<file path="config.mk">
export PLATFORM = sky130hd
export DESIGN_NAME = axilite_noc_request
export DESIGN_NICKNAME = d
export VERILOG_FILES = /design/src/rtl/axilite_noc_request.sv
export SDC_FILE = /design/constraint.sdc
export NUM_CORES = 1
export LEC_CHECK = 0
export CAP_MARGIN = 20
export CORE_AREA = 4 4 300 302
export DETAILED_ROUTE_END_ITERATION = 16
export DIE_AREA = 0 0 304 306
export GPL_TIMING_DRIVEN = 0
export MAX_ROUTING_LAYER = met4
export PLACE_DENSITY_LB_ADDON = 0.12
export SLEW_MARGIN = 0
export SYNTH_ARGS = -nofsm -noshare
export SYNTH_HDL_FRONTEND = slang
export SYNTH_SLANG_ARGS = --single-unit
</file>
<file path="constraint.sdc">
create_clock -name clk -period 2.2 [get_ports clk]
set_input_delay 0.44 -clock clk [delete_from_list [all_inputs] [get_ports clk]]
set_output_delay 0.44 -clock clk [all_outputs]
set_load 0.01 [all_outputs]
</file>
<file path="src/rtl/axilite_noc_request.sv">
// rtl/axilite_noc_request.sv - AXI4-Lite AW/W/AR requests to OpenPiton NoC non-cacheable load/store packets
//
// Holds one read (AR) and one write (AW+W) request, arbitrates between them
// and serialises one request packet at a time onto 64-bit NoC flits.
//
// Ports:
//   clk, rst                       clock, synchronous active-high reset
//   s_axi_awaddr/awvalid/awready   write address channel
//   s_axi_wdata/wstrb/wvalid/wready write data channel (strobes are not forwarded)
//   s_axi_araddr/arvalid/arready   read address channel
//   noc_valid_out/noc_data_out     outgoing flit and its valid
//   noc_ready_in                   downstream router ready

`ifndef NOC_DATA_WIDTH
`define NOC_DATA_WIDTH 64
`endif
`ifndef PHY_ADDR_WIDTH
`define PHY_ADDR_WIDTH 40
`endif
`ifndef MSG_DST_CHIPID
`define MSG_DST_CHIPID 63:50
`define MSG_DST_X 49:42
`define MSG_DST_Y 41:34
`define MSG_DST_FBITS 33:30
`define MSG_LENGTH 29:22
`define MSG_TYPE 21:14
`define MSG_MSHRID 13:6
`endif
`ifndef MSG_ADDR_
`define MSG_ADDR_ 63:16
`define MSG_DATA_SIZE_ 15:13
`endif
`ifndef MSG_SRC_CHIPID_
`define MSG_SRC_CHIPID_ 63:50
`define MSG_SRC_X_ 49:42
`define MSG_SRC_Y_ 41:34
`define MSG_SRC_FBITS_ 33:30
`endif
`ifndef MSG_TYPE_NC_LOAD_REQ
`define MSG_TYPE_NC_LOAD_REQ 8'd14
`define MSG_TYPE_NC_STORE_REQ 8'd15
`endif
`ifndef MSG_DATA_SIZE_64B
`define MSG_DATA_SIZE_64B 3'b111
`endif
`ifndef NOC_FBITS_MEM
`define NOC_FBITS_MEM 4'b0010
`endif
`ifndef NOC_FBITS_L2
`define NOC_FBITS_L2 4'b0000
`endif

module axilite_noc_request #(
    parameter int          AXI_LITE_ADDR_WIDTH = 64,
    parameter int          AXI_LITE_DATA_WIDTH = 512,
    parameter logic [2:0]  DATA_SIZE           = `MSG_DATA_SIZE_64B,
    parameter logic [13:0] DST_CHIPID          = 14'd0,
    parameter logic [7:0]  DST_X               = 8'd0,
    parameter logic [7:0]  DST_Y               = 8'd0,
    parameter logic [3:0]  DST_FBITS           = `NOC_FBITS_MEM,
    parameter logic [13:0] SRC_CHIPID          = 14'd0,
    parameter logic [7:0]  SRC_X               = 8'd0,
    parameter logic [7:0]  SRC_Y               = 8'd0,
    parameter logic [3:0]  SRC_FBITS           = `NOC_FBITS_L2
) (
    input  logic                             clk,
    input  logic                             rst,
    input  logic [AXI_LITE_ADDR_WIDTH-1:0]   s_axi_awaddr,
    input  logic                             s_axi_awvalid,
    output logic                             s_axi_awready,
    input  logic [AXI_LITE_DATA_WIDTH-1:0]   s_axi_wdata,
    input  logic [AXI_LITE_DATA_WIDTH/8-1:0] s_axi_wstrb,
    input  logic                             s_axi_wvalid,
    output logic                             s_axi_wready,
    input  logic [AXI_LITE_ADDR_WIDTH-1:0]   s_axi_araddr,
    input  logic                             s_axi_arvalid,
    output logic                             s_axi_arready,
    output logic                             noc_valid_out,
    output logic [`NOC_DATA_WIDTH-1:0]       noc_data_out,
    input  logic                             noc_ready_in
);

    localparam int NOC_W         = `NOC_DATA_WIDTH;
    localparam int PHY_W         = `PHY_ADDR_WIDTH;
    localparam int ADDR_FIELD_W  = 48;
    localparam int PAYLOAD_FLITS = AXI_LITE_DATA_WIDTH / NOC_W;
    localparam int CNT_W         = (PAYLOAD_FLITS > 1) ? $clog2(PAYLOAD_FLITS) : 1;

    localparam logic [CNT_W-1:0] CNT_LAST  = CNT_W'(PAYLOAD_FLITS - 1);
    localparam logic [7:0]       LEN_LOAD  = 8'd2;
    localparam logic [7:0]       LEN_STORE = 8'(2 + PAYLOAD_FLITS);

    localparam logic GRANT_READ  = 1'b0;
    localparam logic GRANT_WRITE = 1'b1;

    typedef enum logic [2:0] {
        S_IDLE = 3'd0,
        S_HDR0 = 3'd1,
        S_HDR1 = 3'd2,
        S_HDR2 = 3'd3,
        S_DATA = 3'd4
    } state_t;

    state_t                           state_q, state_d;
    logic [CNT_W-1:0]                 cnt_q, cnt_d;
    logic                             is_store_q, is_store_d;
    logic                             last_grant_q, last_grant_d;
    logic                             aw_full_q, aw_full_d;
    logic [PHY_W-1:0]                 aw_addr_q, aw_addr_d;
    logic                             w_full_q, w_full_d;
    logic [AXI_LITE_DATA_WIDTH-1:0]   w_data_q, w_data_d;
    logic [AXI_LITE_DATA_WIDTH/8-1:0] w_strb_q, w_strb_d;
    logic                             ar_full_q, ar_full_d;
    logic [PHY_W-1:0]                 ar_addr_q, ar_addr_d;

    logic             wr_elig, rd_elig;
    logic             grant_any, grant_write;
    logic             flit_hs, last_flit;
    logic [PHY_W-1:0] pkt_addr;
    logic [NOC_W-1:0] hdr0, hdr1, hdr2, payload;
    logic             unused_bits;

    // Upper address bits and the write strobes have no place in the packet.
    assign unused_bits = ^{w_strb_q,
                           s_axi_awaddr[AXI_LITE_ADDR_WIDTH-1:PHY_W],
                           s_axi_araddr[AXI_LITE_ADDR_WIDTH-1:PHY_W]};

    always_ff @(posedge clk) begin
        if (rst) begin
            state_q      <= S_IDLE;
            cnt_q        <= '0;
            is_store_q   <= 1'b0;
            last_grant_q <= GRANT_WRITE;
            aw_full_q    <= 1'b0;
            aw_addr_q    <= '0;
            w_full_q     <= 1'b0;
            w_data_q     <= '0;
            w_strb_q     <= '0;
            ar_full_q    <= 1'b0;
            ar_addr_q    <= '0;
        end else begin
            state_q      <= state_d;
            cnt_q        <= cnt_d;
            is_store_q   <= is_store_d;
            last_grant_q <= last_grant_d;
            aw_full_q    <= aw_full_d;
            aw_addr_q    <= aw_addr_d;
            w_full_q     <= w_full_d;
            w_data_q     <= w_data_d;
            w_strb_q     <= w_strb_d;
            ar_full_q    <= ar_full_d;
            ar_addr_q    <= ar_addr_d;
        end
    end

    // Arbitration: when both requests wait, the side that lost the previous
    // contest wins. Uncontested grants leave the history untouched.
    always_comb begin
        wr_elig     = aw_full_q & w_full_q;
        rd_elig     = ar_full_q;
        grant_any   = (state_q == S_IDLE) & (wr_elig | rd_elig);
        grant_write = wr_elig & (~rd_elig | (last_grant_q == GRANT_READ));
    end

    // Next-state logic
    always_comb begin
        state_d = state_q;
        case (state_q)
            S_IDLE: if (grant_any) state_d = S_HDR0;
            S_HDR0: if (flit_hs) state_d = S_HDR1;
            S_HDR1: if (flit_hs) state_d = S_HDR2;
            S_HDR2: if (flit_hs) state_d = is_store_q ? S_DATA : S_IDLE;
            S_DATA: if (flit_hs && (cnt_q == CNT_LAST)) state_d = S_IDLE;
            default: state_d = S_IDLE;
        endcase
    end

    // Header and payload flit construction
    always_comb begin
        pkt_addr = is_store_q ? aw_addr_q : ar_addr_q;

        hdr0                 = '0;
        hdr0[`MSG_DST_CHIPID] = DST_CHIPID;
        hdr0[`MSG_DST_X]      = DST_X;
        hdr0[`MSG_DST_Y]      = DST_Y;
        hdr0[`MSG_DST_FBITS]  = DST_FBITS;
        hdr0[`MSG_LENGTH]     = is_store_q ? LEN_STORE : LEN_LOAD;
        hdr0[`MSG_TYPE]       = is_store_q ? `MSG_TYPE_NC_STORE_REQ : `MSG_TYPE_NC_LOAD_REQ;
        hdr0[`MSG_MSHRID]     = 8'd0;

        hdr1                 = '0;
        hdr1[`MSG_ADDR_]      = ADDR_FIELD_W'(pkt_addr);
        hdr1[`MSG_DATA_SIZE_] = DATA_SIZE;

        hdr2                  = '0;
        hdr2[`MSG_SRC_CHIPID_] = SRC_CHIPID;
        hdr2[`MSG_SRC_X_]      = SRC_X;
        hdr2[`MSG_SRC_Y_]      = SRC_Y;
        hdr2[`MSG_SRC_FBITS_]  = SRC_FBITS;

        payload = w_data_q[int'(cnt_q)*NOC_W +: NOC_W];
    end

    // Outputs. rst gates valid/data/readies combinationally so the port
    // values are quiet for the whole reset cycle, not only after it.
    always_comb begin
        noc_valid_out = 1'b0;
        noc_data_out  = '0;
        if (!rst) begin
            case (state_q)
                S_HDR0: begin noc_valid_out = 1'b1; noc_data_out = hdr0;    end
                S_HDR1: begin noc_valid_out = 1'b1; noc_data_out = hdr1;    end
                S_HDR2: begin noc_valid_out = 1'b1; noc_data_out = hdr2;    end
                S_DATA: begin noc_valid_out = 1'b1; noc_data_out = payload; end
                default: ;
            endcase
        end
        s_axi_awready = ~aw_full_q & ~rst;
        s_axi_wready  = ~w_full_q & ~rst;
        s_axi_arready = ~ar_full_q & ~rst;
        flit_hs       = noc_valid_out & noc_ready_in;
        last_flit     = flit_hs & (((state_q == S_HDR2) & ~is_store_q) |
                                   ((state_q == S_DATA) & (cnt_q == CNT_LAST)));
    end

    // Buffers, payload counter and grant bookkeeping. A full buffer has its
    // ready low, so release and capture can never coincide on one edge.
    always_comb begin
        aw_full_d    = aw_full_q;
        aw_addr_d    = aw_addr_q;
        w_full_d     = w_full_q;
        w_data_d     = w_data_q;
        w_strb_d     = w_strb_q;
        ar_full_d    = ar_full_q;
        ar_addr_d    = ar_addr_q;
        cnt_d        = cnt_q;
        is_store_d   = is_store_q;
        last_grant_d = last_grant_q;

        if (last_flit) begin
            if (is_store_q) begin
                aw_full_d = 1'b0;
                w_full_d  = 1'b0;
            end else begin
                ar_full_d = 1'b0;
            end
        end
        if (s_axi_awvalid & s_axi_awready) begin
            aw_full_d = 1'b1;
            aw_addr_d = s_axi_awaddr[PHY_W-1:0];
        end
        if (s_axi_wvalid & s_axi_wready) begin
            w_full_d = 1'b1;
            w_data_d = s_axi_wdata;
            w_strb_d = s_axi_wstrb;
        end
        if (s_axi_arvalid & s_axi_arready) begin
            ar_full_d = 1'b1;
            ar_addr_d = s_axi_araddr[PHY_W-1:0];
        end

        if (grant_any) begin
            is_store_d = grant_write;
            if (wr_elig & rd_elig) begin
                last_grant_d = grant_write ? GRANT_WRITE : GRANT_READ;
            end
        end

        if ((state_q == S_DATA) & flit_hs) begin
            cnt_d = (cnt_q == CNT_LAST) ? '0 : cnt_q + 1'b1;
        end else if (state_q != S_DATA) begin
            cnt_d = '0;
        end
    end

endmodule
</file>
# After elaboration in Yosys (flattened, before gate mapping)
# Index checks and enable logic that the tools add are counted.
# W data, S select, Z words.
# totals
regBits	603
input_bits	710
# op_classes
shift	1
n_eq_ne	12
add_sub_neg	1
n_mux	25
reduce_logical	14
n_bitwise	24
# op_table
operator	count
$shiftx A512 B10 Y64	1
$pmux W64 S3	1
$mux W64	1
$mux W40	1
$mux W3	9
$and A1 B1 Y1	15
$pmux W3 S5	1
$reduce_bool A2 Y1	6
$mux W1	11
$ne A2 B2 Y1 const B	5
$reduce_and A2 Y1	4
$eq A3 B2 Y1 const B	2
$eq A3 B3 Y1 const B	2
$not A1 Y1	6
$reduce_and A5 Y1	1
$mux W4	1
$reduce_or A4 Y1	1
$add A3 B1 Y3 const B	1
$eq A3 B1 Y1 const B	1
$logic_not A3 Y1	1
$ne A3 B3 Y1 const B	1
$or A1 B1 Y1	3
$ne A2 B1 Y1 const B	1
$logic_and A1 B1 Y1	1

# Logic depth before layout (Yosys ltp)
# depth
ltp_word	8
ltp_mapped	9

# Worst setup path before layout
# No wires, ideal clock.
# synth_timing
path_kind	input port to output port
start	input rst
end	output noc_data_out[24]
required_time_ns	1.760
path_slack_ns	0.113
cell_stages	6
path_buffers	3
arrival_time_ns	1.647
cell_sequence	or2_2 > clkbuf_1 > or2_2 > buf_2 > buf_2 > o22ai_1
# synth_between
elab_chain_len	1
# synth_rtl
element	line	rtl
from (decl)	67	input logic rst,
$mux W64	209	if (!rst) begin
to (decl)	79	output logic [`NOC_DATA_WIDTH-1:0] noc_data_out,
# No other way between the ends.

# Worst setup path in the final report
# layout_timing
start	register cnt_q[0]
end	output noc_data_out[13]
# layout_between
elab_chain_len	3
# layout_rtl
element	line	rtl
from (decl)	105	logic [CNT_W-1:0] cnt_q, cnt_d;
from (signal assigned)	143	cnt_q <= cnt_d;
$shiftx A512 B10 Y64	201	payload = w_data_q[int'(cnt_q)*NOC_W +: NOC_W];
$pmux W64 S3	210	case (state_q)
$mux W64	209	
# No other way between the ends.

==> reports/summary.txt <==
Status -> finished, violations left
Violated checks -> negative setup slack
DR vias -> 25.7k
Row count -> 109
Largest net degree at the start of global routing -> 13
Area share of fa/ha/maj cells after synthesis -> 0.0973%
Post-synthesis mux area share -> 13.7%
Tmin final -> 3.06 ns
Ys async rst share -> 0%
Busiest metal layer after global routing -> met2
PD cells -> 773 nW/um2
Die height -> 306 um
Drt pass-1 iters -> 5
Die area -> 93000 um2
Synth Area in Simple Gates -> 18.4%
Syn Nets -> 3867
Gp weighted congestion -> 0.879
EDFF count, synth -> 0
Hold buffers post-CTS -> 0
Worst-Margin Slew -> 0.908 ns
Via/cell ratio -> 4.95
M2 GR Usage -> 44.5%
Yosys reg bits -> 603
Final Hold Vio Count -> 0
Data arrival time of the critical path -> 2.62 ns
Clock Sinks -> 603
Initial antenna violation count -> 58
Routed WL -> 132000 um
Register area share after synthesis -> 46.9%
Leakage -> 13.4 nW
Fin nets -> 4644
Slowest cell on crit path -> mux4_2
Initial DRC Count -> 1865
Top fanout value on the critical path -> 6
Ys Warns -> 0
Top FF cell, synth -> dfxtp_1
Share of cells above drive strength 1 -> 13.6%
Die width -> 304 um
First-pass GRT wire length -> 185000 um
CTS tree -> done
Worst Clk Skew -> 0.0149 ns
RSZ-0062 raised after global routing -> yes
Post-synth cell types -> 39
Hold path depth -> 3
Critical path's most frequent cell -> buf_12
PortBufs -> 665
Critical path class -> register to primary output
CTS Buf Count -> 73
Non-Filler Instances -> 5202
Post-Place Cells -> 4987
Worst reg2reg path depth -> 7
Max-cap violation count -> 0
CP required -> 1.76 ns
Starting Density -> 29.3%
CTS Buffer Depth -> 3
DR WL/cell -> 25.4 um
Boundary Pins -> 778
Vias in the first global route -> 25.8k
Most common cell in the synthesized netlist -> nand2_1
Congestion Overflow GR -> 0
GRT met3 Usage -> 7.36%
Number of H-tree levels -> 3
DR DRC count -> 0
Compound-Gate Fraction of Synth Area -> 16.1%
Mapped Cells -> 3155
Crit path cell chain -> buf_12 -> buf_12 -> mux4_2 -> mux2i_4 -> o21ai_2 -> buf_2
Peak VDD IR -> 0.494 mV
Top Family by Delay on Critical Path -> multiplexers
Xor-xnor portion of the synthesized cell area -> 0.0681%
Nature of the critical path startpoint -> register
# setup viols final -> 64
Largest family of logic cells by synthesized area -> simple AND/OR/NAND/NOR gates
CTS root buffer -> clkbuf_16
Detailed Place HPWL -> 103000 um
Netlist Area Pre-Place -> 25700 um2
Core area -> 87700 um2
Area added between synthesis and finish -> 45.7%
Tcrit/Tclk final -> 139%
Levels on crit path -> 6
GR Layer Usage met1 -> 35.2%
HP Class -> primary input to register
Setup TNS -> -48.00 ns
Tot GR Track Use -> 28.2%
Worst skew pair latency -> 0.62 ns
Worst stage delay on the critical path -> 0.63 ns
Largest area contributor in the netlist -> dfxtp_1
Reg-to-reg slack, setup -> 0.06 ns
Dpl ws -> -1.62 ns
Max frequency -> 0.327 GHz
Final WS setup -> -0.861 ns
Clk slew on worst S/H paths -> 0.06 ns
Pins Over Slew Limit -> 0
Post-Syn Area per Cell -> 8.15 um2
Share of the synthesized area in the top cell type -> 46.9%
Critical path buffer and inverter count -> 3
Antenna Nets Post-Route -> 0
Fill count -> 9076
Top cells by area, synth -> dfxtp_1 (47%), nand2_1 (17%), o21ai_0 (12%)
Crit end category -> primary output
Slew margin rel. -> 39.4%
Commonest cells in the synthesized netlist -> nand2_1 (1198), o21ai_0 (641), dfxtp_1 (603), clkbuf_1 (166), mux2i_1 (104)
[kinds of logic after synthesis]
logic type	after synthesis
flip-flops	603
buffers and inverters	272
adder cells (fa/ha/maj)	2
multiplexers	232
XOR/XNOR	2
AND/OR/NAND/NOR	1248
AO/OA/AOI/OAI	796
[registers in the layout (all words and copies together) (netlist names)]
name          cells
aw_full_q         1
ar_full_q         1
ar_addr_q        40
w_full_q          1
state_q           3
cnt_q             3
is_store_q        1
aw_addr_q        40
w_data_q        512
last_grant_q      1
[stage by stage]
step | instance area, um2 | power (W) | hold slack [ns] | util (%)
2_1_floorplan | 25700 | 0.0139 | 0.431 | -
6_report | 37500 | 0.0290 | 0.369 | 42.7
3_3_place_gp | 33800 | 0.0162 | 0.442 | 38.6
4_1_cts | 37200 | 0.0292 | 0.337 | 42.5
3_5_place_dp | 33900 | 0.0162 | 0.448 | 38.6
5_1_grt | 37500 | 0.0300 | 0.370 | 42.7
[cells in the final DEF (no fill, tap or decap), types with 10 or more instances in the layout]
cell / netlist / final
buf_4: 23 / 56
clkbuf_8: 0 / 25
buf_2: 61 / 85
clkdlybuf4s50_1: 0 / 597
nor2_1: 31 / 28
o21ai_1: 0 / 10
clkbuf_2: 1 / 41
buf_12: 0 / 22
mux2i_2: 0 / 10
o21ai_0: 641 / 630
mux2i_1: 104 / 92
a211oi_1: 36 / 36
clkbuf_1: 166 / 122
o22ai_1: 36 / 27
dfxtp_1: 603 / 600
mux4_2: 93 / 93
mux2_2: 35 / 35
clkbuf_4: 0 / 10
clkbuf_16: 0 / 74
diode_2: 0 / 48
nand2_1: 1198 / 1197
buf_6: 2 / 26
a21oi_1: 73 / 72
[routing by layer]
layer  share of wire (%)  vias up
met5                   0        -
met3                 7.9      165
li1                    -    12300
met2                  47      911
met1                  43    12400
met4                 2.6        0
[where the power goes]
group | internal (W) | switching, W | leakage [nW]
Sequential | 0.0118 | 0.000525 | 4.97
Combinational | 0.00182 | 0.00193 | 7.23
Clock | 0.00776 | 0.00514 | 1.24
[final timing paths]
path,startpoint,end
setup reg to reg,w_full_q,w_data_q[280]
hold reg to reg,w_data_q[243],w_data_q[243]
hold / removal,s_axi_wdata[482],w_data_q[482]
setup / recovery,cnt_q[0],noc_data_out[13]
[worst register-to-register path, delay by kind of cell, from the launching register on]
family,cells,cell delay (ns)
flip-flops,1,0.37
buffers and inverters,4,1.14
AND/OR/NAND/NOR,2,0.34
AO/OA/AOI/OAI,1,0.15
[timing repair]
item | 4_1_cts | 5_1_grt
gates cloned | 4 | 0
pin swaps | 9 | 12
gates resized for setup | 538 | 67
endpoints found under the setup margin | 618 | 233
hold endpoints to repair | 0 | 0
buffers inserted | 30 | 9
[cell type report]
cell class                      count  area, um2  area share (%)
Multi-Input combinational cell   2280      12600            33.7
Timing Repair Buffer              706       6970            18.6
Clock buffer                      106       2150            5.74
Clock inverter                     26        383            1.02
Inverter                            4       15.0          0.0401
Sequential cell                   603      12100            32.2
Buffer                            264       1680            4.47
Tap cell                         1165       1460            3.89
Antenna cell                       48        120           0.321
(Power assumes the default switching activity.)
